## src/rtl/iterative_alu.sv

```systemverilog
// Purpose : EX-stage ALU; logic/add/sub/compare/branch ops in one cycle, shifts one bit per cycle.
// Latency : 1 cycle for non-shift ops and zero-amount shifts, 1+shamt cycles for shifts.
// Backpr. : valid/ready both sides; result held in DONE until out_ready, in_ready low while shifting.
//
// Ports:
//   clk, rst_n      clock and synchronous active-low reset
//   flush           abort held/in-flight op (branch mispredict), beats everything except rst_n
//   in_valid/in_ready, operation, src_a, src_b   op request (src_b[SHW-1:0] = shamt for shifts)
//   out_valid/out_ready, result, branch_taken, zero   registered response
//   busy            block is not idle
module iterative_alu #(
   parameter int WIDTH = 32
) (
   input  logic             clk,
   input  logic             rst_n,
   input  logic             flush,
   input  logic             in_valid,
   output logic             in_ready,
   input  logic [3:0]       operation,
   input  logic [WIDTH-1:0] src_a,
   input  logic [WIDTH-1:0] src_b,
   output logic             out_valid,
   input  logic             out_ready,
   output logic [WIDTH-1:0] result,
   output logic             branch_taken,
   output logic             zero,
   output logic             busy
);

   localparam int SHW = $clog2(WIDTH);
   localparam logic [SHW-1:0] CNT_ONE = SHW'(1);

   localparam logic [3:0] OP_AND  = 4'b0000;
   localparam logic [3:0] OP_OR   = 4'b0001;
   localparam logic [3:0] OP_ADD  = 4'b0010;
   localparam logic [3:0] OP_XOR  = 4'b0011;
   localparam logic [3:0] OP_SLL  = 4'b0100;
   localparam logic [3:0] OP_SRL  = 4'b0101;
   localparam logic [3:0] OP_SUB  = 4'b0110;
   localparam logic [3:0] OP_SRA  = 4'b0111;
   localparam logic [3:0] OP_BEQ  = 4'b1000;
   localparam logic [3:0] OP_BNE  = 4'b1001;
   localparam logic [3:0] OP_SLT  = 4'b1010;
   localparam logic [3:0] OP_SLTU = 4'b1011;
   localparam logic [3:0] OP_BLT  = 4'b1100;
   localparam logic [3:0] OP_BGE  = 4'b1101;
   localparam logic [3:0] OP_BLTU = 4'b1110;
   localparam logic [3:0] OP_BGEU = 4'b1111;

   typedef enum logic [1:0] {
      ST_IDLE  = 2'd0,
      ST_SHIFT = 2'd1,
      ST_DONE  = 2'd2
   } state_t;

   state_t           state_q, state_d;
   logic [WIDTH-1:0] acc_q, acc_d;
   logic [SHW-1:0]   cnt_q, cnt_d;
   // Low two opcode bits of the captured shift: 00 SLL, 01 SRL, 11 SRA.
   logic [1:0]       shift_kind_q, shift_kind_d;
   logic             out_valid_q, out_valid_d;
   logic [WIDTH-1:0] result_q, result_d;
   logic             branch_taken_q, branch_taken_d;
   logic             zero_q, zero_d;

   logic             accept;
   logic             is_shift;
   logic [SHW-1:0]   shamt;
   logic             lt_s, lt_u, eq;
   logic [WIDTH-1:0] calc_res;
   logic             calc_br;
   logic [WIDTH-1:0] acc_shifted;

   assign in_ready = !flush && ((state_q == ST_IDLE) || ((state_q == ST_DONE) && out_ready));
   assign accept   = in_valid && in_ready;

   assign shamt    = src_b[SHW-1:0];
   assign is_shift = (operation == OP_SLL) || (operation == OP_SRL) || (operation == OP_SRA);
   assign lt_s     = $signed(src_a) < $signed(src_b);
   assign lt_u     = src_a < src_b;
   assign eq       = src_a == src_b;

   // Single-cycle result. Shifts only reach here with shamt==0, so they pass src_a through;
   // non-zero shifts go through the one-bit iterative path instead of a barrel shifter.
   always_comb begin
      calc_res = '0;
      calc_br  = 1'b0;
      case (operation)
         OP_AND:  calc_res = src_a & src_b;
         OP_OR:   calc_res = src_a | src_b;
         OP_ADD:  calc_res = src_a + src_b;
         OP_XOR:  calc_res = src_a ^ src_b;
         OP_SUB:  calc_res = src_a - src_b;
         OP_SLL,
         OP_SRL,
         OP_SRA:  calc_res = src_a;
         OP_SLT:  calc_res = {{(WIDTH-1){1'b0}}, lt_s};
         OP_SLTU: calc_res = {{(WIDTH-1){1'b0}}, lt_u};
         OP_BEQ:  calc_br  = eq;
         OP_BNE:  calc_br  = !eq;
         OP_BLT:  calc_br  = lt_s;
         OP_BGE:  calc_br  = !lt_s;
         OP_BLTU: calc_br  = lt_u;
         OP_BGEU: calc_br  = !lt_u;
         default: calc_res = '0;
      endcase
   end

   always_comb begin
      acc_shifted = acc_q;
      case (shift_kind_q)
         2'b00:   acc_shifted = {acc_q[WIDTH-2:0], 1'b0};
         2'b01:   acc_shifted = {1'b0, acc_q[WIDTH-1:1]};
         2'b11:   acc_shifted = {acc_q[WIDTH-1], acc_q[WIDTH-1:1]};
         default: acc_shifted = acc_q;
      endcase
   end

   always_comb begin
      state_d        = state_q;
      acc_d          = acc_q;
      cnt_d          = cnt_q;
      shift_kind_d   = shift_kind_q;
      out_valid_d    = out_valid_q;
      result_d       = result_q;
      branch_taken_d = branch_taken_q;
      zero_d         = zero_q;

      if (flush) begin
         state_d     = ST_IDLE;
         out_valid_d = 1'b0;
         cnt_d       = '0;
      end else begin
         case (state_q)
            ST_IDLE,
            ST_DONE: begin
               if (accept) begin
                  if (is_shift && (shamt != '0)) begin
                     state_d      = ST_SHIFT;
                     acc_d        = src_a;
                     cnt_d        = shamt;
                     shift_kind_d = operation[1:0];
                     out_valid_d  = 1'b0;
                  end else begin
                     state_d        = ST_DONE;
                     out_valid_d    = 1'b1;
                     result_d       = calc_res;
                     branch_taken_d = calc_br;
                     zero_d         = (calc_res == '0);
                  end
               end else if ((state_q == ST_DONE) && out_ready) begin
                  state_d     = ST_IDLE;
                  out_valid_d = 1'b0;
               end
            end
            ST_SHIFT: begin
               acc_d = acc_shifted;
               cnt_d = cnt_q - CNT_ONE;
               // Last shift step: publish the final accumulator directly.
               if (cnt_q == CNT_ONE) begin
                  state_d        = ST_DONE;
                  out_valid_d    = 1'b1;
                  result_d       = acc_shifted;
                  branch_taken_d = 1'b0;
                  zero_d         = (acc_shifted == '0);
               end
            end
            default: begin
               state_d     = ST_IDLE;
               out_valid_d = 1'b0;
            end
         endcase
      end
   end

   always_ff @(posedge clk) begin
      if (!rst_n) begin
         state_q        <= ST_IDLE;
         acc_q          <= '0;
         cnt_q          <= '0;
         shift_kind_q   <= 2'b00;
         out_valid_q    <= 1'b0;
         result_q       <= '0;
         branch_taken_q <= 1'b0;
         zero_q         <= 1'b0;
      end else begin
         state_q        <= state_d;
         acc_q          <= acc_d;
         cnt_q          <= cnt_d;
         shift_kind_q   <= shift_kind_d;
         out_valid_q    <= out_valid_d;
         result_q       <= result_d;
         branch_taken_q <= branch_taken_d;
         zero_q         <= zero_d;
      end
   end

   assign out_valid    = out_valid_q;
   assign result       = result_q;
   assign branch_taken = branch_taken_q;
   assign zero         = zero_q;
   assign busy         = (state_q != ST_IDLE);

endmodule

```

## config.mk

```make
export PLATFORM = sky130hd
export DESIGN_NAME = iterative_alu
export DESIGN_NICKNAME = d
export VERILOG_FILES = /design/src/rtl/iterative_alu.sv
export SDC_FILE = /design/constraint.sdc
export NUM_CORES = 1
export LEC_CHECK = 0
export BUFFER_PORTS_ARGS = -buffer_cell sky130_fd_sc_hd__buf_2
export CORE_MARGIN = 3
export CORE_UTILIZATION = 56
export CTS_BUF_LIST = sky130_fd_sc_hd__clkbuf_4
export CTS_CLUSTER_SIZE = 25
export DETAILED_ROUTE_END_ITERATION = 7
export MAX_ROUTING_LAYER = met4
export PLACE_DENSITY = 0.85
export SLEW_MARGIN = 20
export SYNTH_ARGS = -nofsm -noshare
export SYNTH_HDL_FRONTEND = slang
export SYNTH_SLANG_ARGS = --single-unit
```

## constraint.sdc

```tcl
create_clock -name clk -period 4.32 [get_ports clk]
set_clock_uncertainty 0.1 [all_clocks]
set_input_delay 0.648 -clock clk [delete_from_list [all_inputs] [get_ports clk]]
set_output_delay 0.648 -clock clk [all_outputs]
set_load 0.005 [all_outputs]
```

# ---- After elaboration in Yosys (flattened, before gate mapping)
# Index checks and enable logic that the tools add are counted.
dict set report word_totals {
  ff_bits 76
  in_bits 73
  output_inout_bits 37
  elab_cells 102
}
dict set report op_classes {
  addsub 3
  n_lt_le_gt_ge 2
  n_eq_ne 26
  mux 31
  n_bitwise 5
  n_reduce_logical 27
}
# op count
set op_table {}
lappend op_table {{$pmux 32 s8} 1}
lappend op_table {{$mux 32} 5}
lappend op_table {{$pmux 32 s2} 2}
lappend op_table {{$pmux 32 s3} 1}
lappend op_table {{$logic_not 32->1} 2}
lappend op_table {{$lt 32x32->1} 2}
lappend op_table {{$add 32x32->32} 1}
lappend op_table {{$and 32x32->32} 1}
lappend op_table {{$eq 32x32->1} 1}
lappend op_table {{$eq 4x4->1 const B} 8}
lappend op_table {{$or 32x32->32} 1}
lappend op_table {{$sub 32x32->32} 1}
lappend op_table {{$xor 32x32->32} 1}
lappend op_table {{$eq 4x3->1 const B} 4}
lappend op_table {{$mux 1} 10}
lappend op_table {{$mux 5} 2}
lappend op_table {{$pmux 5 s2} 1}
lappend op_table {{$eq 4x2->1 const B} 2}
lappend op_table {{$mux 2} 4}
lappend op_table {{$ne 2x2->1 const B} 4}
lappend op_table {{$reduce_and 4->1} 2}
lappend op_table {{$pmux 1 s2} 3}
lappend op_table {{$pmux 1 s6} 1}
lappend op_table {{$eq 5x1->1 const B} 1}
lappend op_table {{19 further kinds} 33}

# ---- Depth between registers and ports, before layout
dict set report depth {
  ltp_word 7
  depth_mapped 15
  mapped_depth_nobuf 15
}

# ---- Worst setup path before layout
# OpenSTA, ideal clock, no wires.
dict set report synth_timing {
  path_kind {input port to flip-flop}
  start {input port src_a[0]}
  end {register zero_q (netlist: zero)}
  setup_time_ns 0.084
  t_arrival_ns 4.115
  required_ns 4.136
  setup_slack_ns 0.021
  path_stages 14
  path_cell_list {inv_1 -> ha_1 -> inv_1 -> fa_1 -> nand2b_1 -> a221oi_1 -> o311a_1 -> o311a_1 -> o41a_1 -> a221oi_1 -> o221ai_1 -> a211o_1 -> or4_1 -> o31ai_2}
}
dict set report synth_via {
  elab_chain_cells 6
}
# element line_no
set synth_rtl {}
lappend synth_rtl {{start, declared} 20} ;# input logic [WIDTH-1:0] src_a,
lappend synth_rtl {{$sub 32x32->32, or another cell as far along} 93} ;# OP_SUB: calc_res = src_a - src_b;
lappend synth_rtl {{$pmux 32 s8 *} 88} ;# case (operation)
lappend synth_rtl {{$logic_not 32->1 *} 149} ;# zero_d = (calc_res == '0);
lappend synth_rtl {{$mux 1 *} 138} ;# if (is_shift && (shamt != '0)) begin
lappend synth_rtl {{$mux 1 *} 137} ;# if (accept) begin
lappend synth_rtl {{$pmux 1 s2 *} 134} ;# case (state_q)
lappend synth_rtl {{end signal, assigned} 194} ;# zero_q <= zero_d;
lappend synth_rtl {{end, declared} 64} ;# logic zero_q, zero_d;
# Every way passes the cells marked *; elsewhere a longest branch is shown, timed or not. The select of a mux whose other input is x is not followed.
# A chain may end at the register's enable or synchronous reset.

# ---- Worst setup path in the final report
dict set report layout_timing {
  start {input port src_b[0]}
  end {register zero_q (netlist: zero)}
}
dict set report layout_via {
  elab_chain_cells 6
}
# element line_no
set layout_rtl {}
lappend layout_rtl {{start, declared} 21} ;# input logic [WIDTH-1:0] src_b,
lappend layout_rtl {{$sub 32x32->32, or another cell as far along} 93}
lappend layout_rtl {{$pmux 32 s8} 88}
lappend layout_rtl {{$logic_not 32->1} 149}
lappend layout_rtl {{$mux 1} 138}
lappend layout_rtl {{$mux 1} 137}
lappend layout_rtl {{$pmux 1 s2} 134}
# Several ways; a longest one is shown, not always the timed one. The select of a mux whose other input is x is not followed.

==> flow_metrics.env <==
export IMPL_final_setup_worst_slack_ps=126.6
export IMPL_antenna_found_initial=0
export IMPL_drc=0
export IMPL_yosys_most_used_dff="dfxtp_1"
export IMPL_core_um2=16880
export IMPL_drive_gt1_share_pct=25.04
export IMPL_ys_top_cells_by_count="165 x nor2_1, 160 x a21oi_1, 106 x nand2_1"
export IMPL_cts_path_max_buffers=2
export IMPL_cp_required_ps=4600
export IMPL_cts_tree="done"
export IMPL_fillCellCount=1401
export IMPL_yosysSeqAreaShare_pct=15.28
export IMPL_clock_latency_ps=450
export IMPL_combPwrFrac_pct=53.1
export IMPL_min_period_over_period_pct=97.07
export IMPL_final_max_slew_violation_count=0
export IMPL_yosysUniqueCellTypes=91
export IMPL_drtPass1Iterations=6
export IMPL_drt_iter0_markers=1810
export IMPL_io_buffers=109
export IMPL_synthesis_area_um2=9824
export IMPL_pre_cts_slack_ps=-363.0
export IMPL_syn_nets=1587
export IMPL_fmax_ghz=0.2385
export IMPL_worst_pin_slew_ps=1172
export IMPL_p_leak_uw=0.006017
export IMPL_yosysMostFrequentCell="nor2_1"
export IMPL_ys_warn_count=0
export IMPL_hold_viol=0
export IMPL_vias=12420
export IMPL_ctsResizeCount=0
export IMPL_cts_sinks=75
export IMPL_slew_headroom_pct=21.24
export IMPL_post_place_cells=1893
export IMPL_grt_pass1_vias=11750
export IMPL_dp_hpwl_mm=31.97
export IMPL_power_frac_clock_pct=16.5
export IMPL_finalNonFillerCells=1910
export IMPL_r2r_start="cnt_q[0]"
export IMPL_period_minus_slack_ps=4193
export IMPL_grt_max_degree=89
export IMPL_syn2layout_area_growth_pct=25.73
export IMPL_avgRoutedWirePerCell_um=20.97
export IMPL_die_width_um=138.5
export IMPL_final_nets=1860
export IMPL_postSynthAreaPerCell_um2=6.963
export IMPL_routed_wl_mm=40.06
export IMPL_ir_worst_vdd_v=0.0001500
export IMPL_cts_buffers_inserted=9
export IMPL_initial_core_util_pct=58.21
export IMPL_yosys_area_top_type="dfxtp_1"
export IMPL_path_max_fanout=4
export IMPL_grt_first_pass_wirelength_mm=62.11
export IMPL_boundaryPins=110
export IMPL_synth_top_cells_by_area="dfxtp_1 15%, ha_1 13%, a21oi_1 8.2%, nor2_1 6.3%, nand2_1 4.0%"
export IMPL_cts_root_buffer="clkbuf_4"
export IMPL_synth_cells=1411
export IMPL_ant_nets=0
export IMPL_min_path_cells=2
export IMPL_grt_overflow_total=0
export IMPL_hp_start="result[1]"
export IMPL_netSwitchingFraction_pct=42.40
export IMPL_power_frac_seq_pct=30.4
export IMPL_cap_violations=0
export IMPL_reg2reg_depth=11
export IMPL_fp_row_count=47
export IMPL_end_kind="register"
export IMPL_r2r_end="zero"
export IMPL_rsz0062_at_grt="no"
export IMPL_power_switching_uw=1029
export IMPL_critPathLaunchType="input pin"
export IMPL_worstPathArrival_ps=4470
export IMPL_synth_edff_count=0
export IMPL_die_h_um=138.5
export IMPL_intPower_uw=1398
export IMPL_postSynth_asyncResetShare_pct=0
export IMPL_status="finished clean"
export IMPL_min_to="result[1]"
export IMPL_hold_class="reg2reg"
export IMPL_die_area_um2=19170
export IMPL_power_density_nw_per_um2=196.5
export IMPL_postCtsHoldBufs=0
export IMPL_postCtsSetupBuffers=0
export IMPL_critPathKind="in2reg"
export IMPL_gp_congestion=1.095
export IMPL_yosys_register_bits=75
export IMPL_htreeDepth=3
export IMPL_synth_top_area_share_pct=15.28
export IMPL_path_clk_slew_ps=140
export IMPL_rrSetupSlack_ps=300
export IMPL_setup_viol=0
export IMPL_viasPerCell=6.502
export IMPL_grtUsageTotal_pct=40.79
power by group through the flow:
stage	Combinational, uW	Sequential (uW)	Clock, uW
3_3_place_gp	1220	751	0
3_5_place_dp	1240	752	0
5_1_grt	1380	741	435
4_1_cts	1250	737	398
2_1_floorplan	659	747	0
6_report	1290	738	399
registers in the layout (all words and copies together) (netlist names):
signal        cells
acc_q            32
state_q           1
shift_kind_q      2
zero              1
branch_taken      1
result           32
cnt_q             5
out_valid         1
worst max-delay path, stage by stage:
cell	delay [ps]
buf_2	120
ha_1	170
inv_1	60
fa_1	380
and2b_1	260
o2111ai_2	150
a211oi_2	330
o211ai_1	220
a31o_2	320
o31ai_1	280
mux2_2	360
a221oi_1	360
nand3_1	110
or4_1	450
o31ai_2	240
how the worst max path moves through the flow:
| stage | startpoint | to | slack (ps) |
|---|---|---|---|
| global route | src_b[0] | zero | 30 |
| CTS | src_a[0] | zero | 80 |
| global placement | src_a[0] | zero | -300 |
| detailed placement | src_a[0] | zero | -360 |
| floorplan | src_a[0] | zero | 20 |
| finish | src_b[0] | zero | 130 |
layer usage:
metal | vias to the layer above | wire length, um | global-route usage (%)
li1 | 5710 | - | -
met1 | 5721 | 15690 | 51.10
met2 | 816 | 17720 | 64.36
met3 | 171 | 4069 | 5.801
met4 | 0 | 2578 | 20.38
met5 | - | 0 | -
final cells by class:
| type | instances | area [um^2] | share of cell area, % |
|---|---|---|---|
| diodes | 1 | 2.502 | 0.02026 |
| inverters | 101 | 379.1 | 3.069 |
| well taps | 220 | 275.3 | 2.229 |
| flip-flops and latches | 75 | 1504 | 12.18 |
| clock buffers | 9 | 67.56 | 0.5470 |
| multi-input cells | 1136 | 7622 | 61.71 |
| repair buffers | 361 | 2450 | 19.83 |
| clock inverters | 7 | 51.30 | 0.4153 |
kinds of logic (layout without fill, tap and decap cells):
kind of cell | count (synthesis) | after routing | synth area share [%]
compound gates | 512 | 512 | 35.55
simple gates | 468 | 468 | 22.84
buf+inv | 200 | 478 | 7.756
fa+ha+maj | 103 | 103 | 13.27
flops | 75 | 75 | 15.28
mux | 41 | 41 | 4.241
xor+xnor | 12 | 12 | 1.070
other cells | 0 | 1 | 0
cell usage in the layout (no fill, tap or decap), types with 36 or more instances in the layout:
| master | instances |
|---|---|
| buf_4 | 251 |
| nor2_1 | 162 |
| a21oi_1 | 160 |
| buf_2 | 109 |
| nand2_1 | 106 |
| ha_1 | 101 |
| inv_1 | 95 |
| dfxtp_1 | 73 |
| o21ai_0 | 69 |
| mux2i_1 | 36 |
per-stage QoR:
stage | hold WS [ps] | setup TNS, ps | util [%] | total power (uW) | area (um^2)
6_report | 373.2 | 0 | 73.19 | 2427 | 12350
5_1_grt | 422.0 | 0 | 73.17 | 2557 | 12350
4_1_cts | 378.7 | 0 | 72.96 | 2381 | 12310
3_5_place_dp | 360.5 | -881.4 | 72.26 | 1991 | 12200
3_3_place_gp | 347.7 | -538.6 | 72.26 | 1974 | 12200
2_1_floorplan | 353.6 | 0 | - | 1406 | 9824
(Power assumes the default switching activity.)
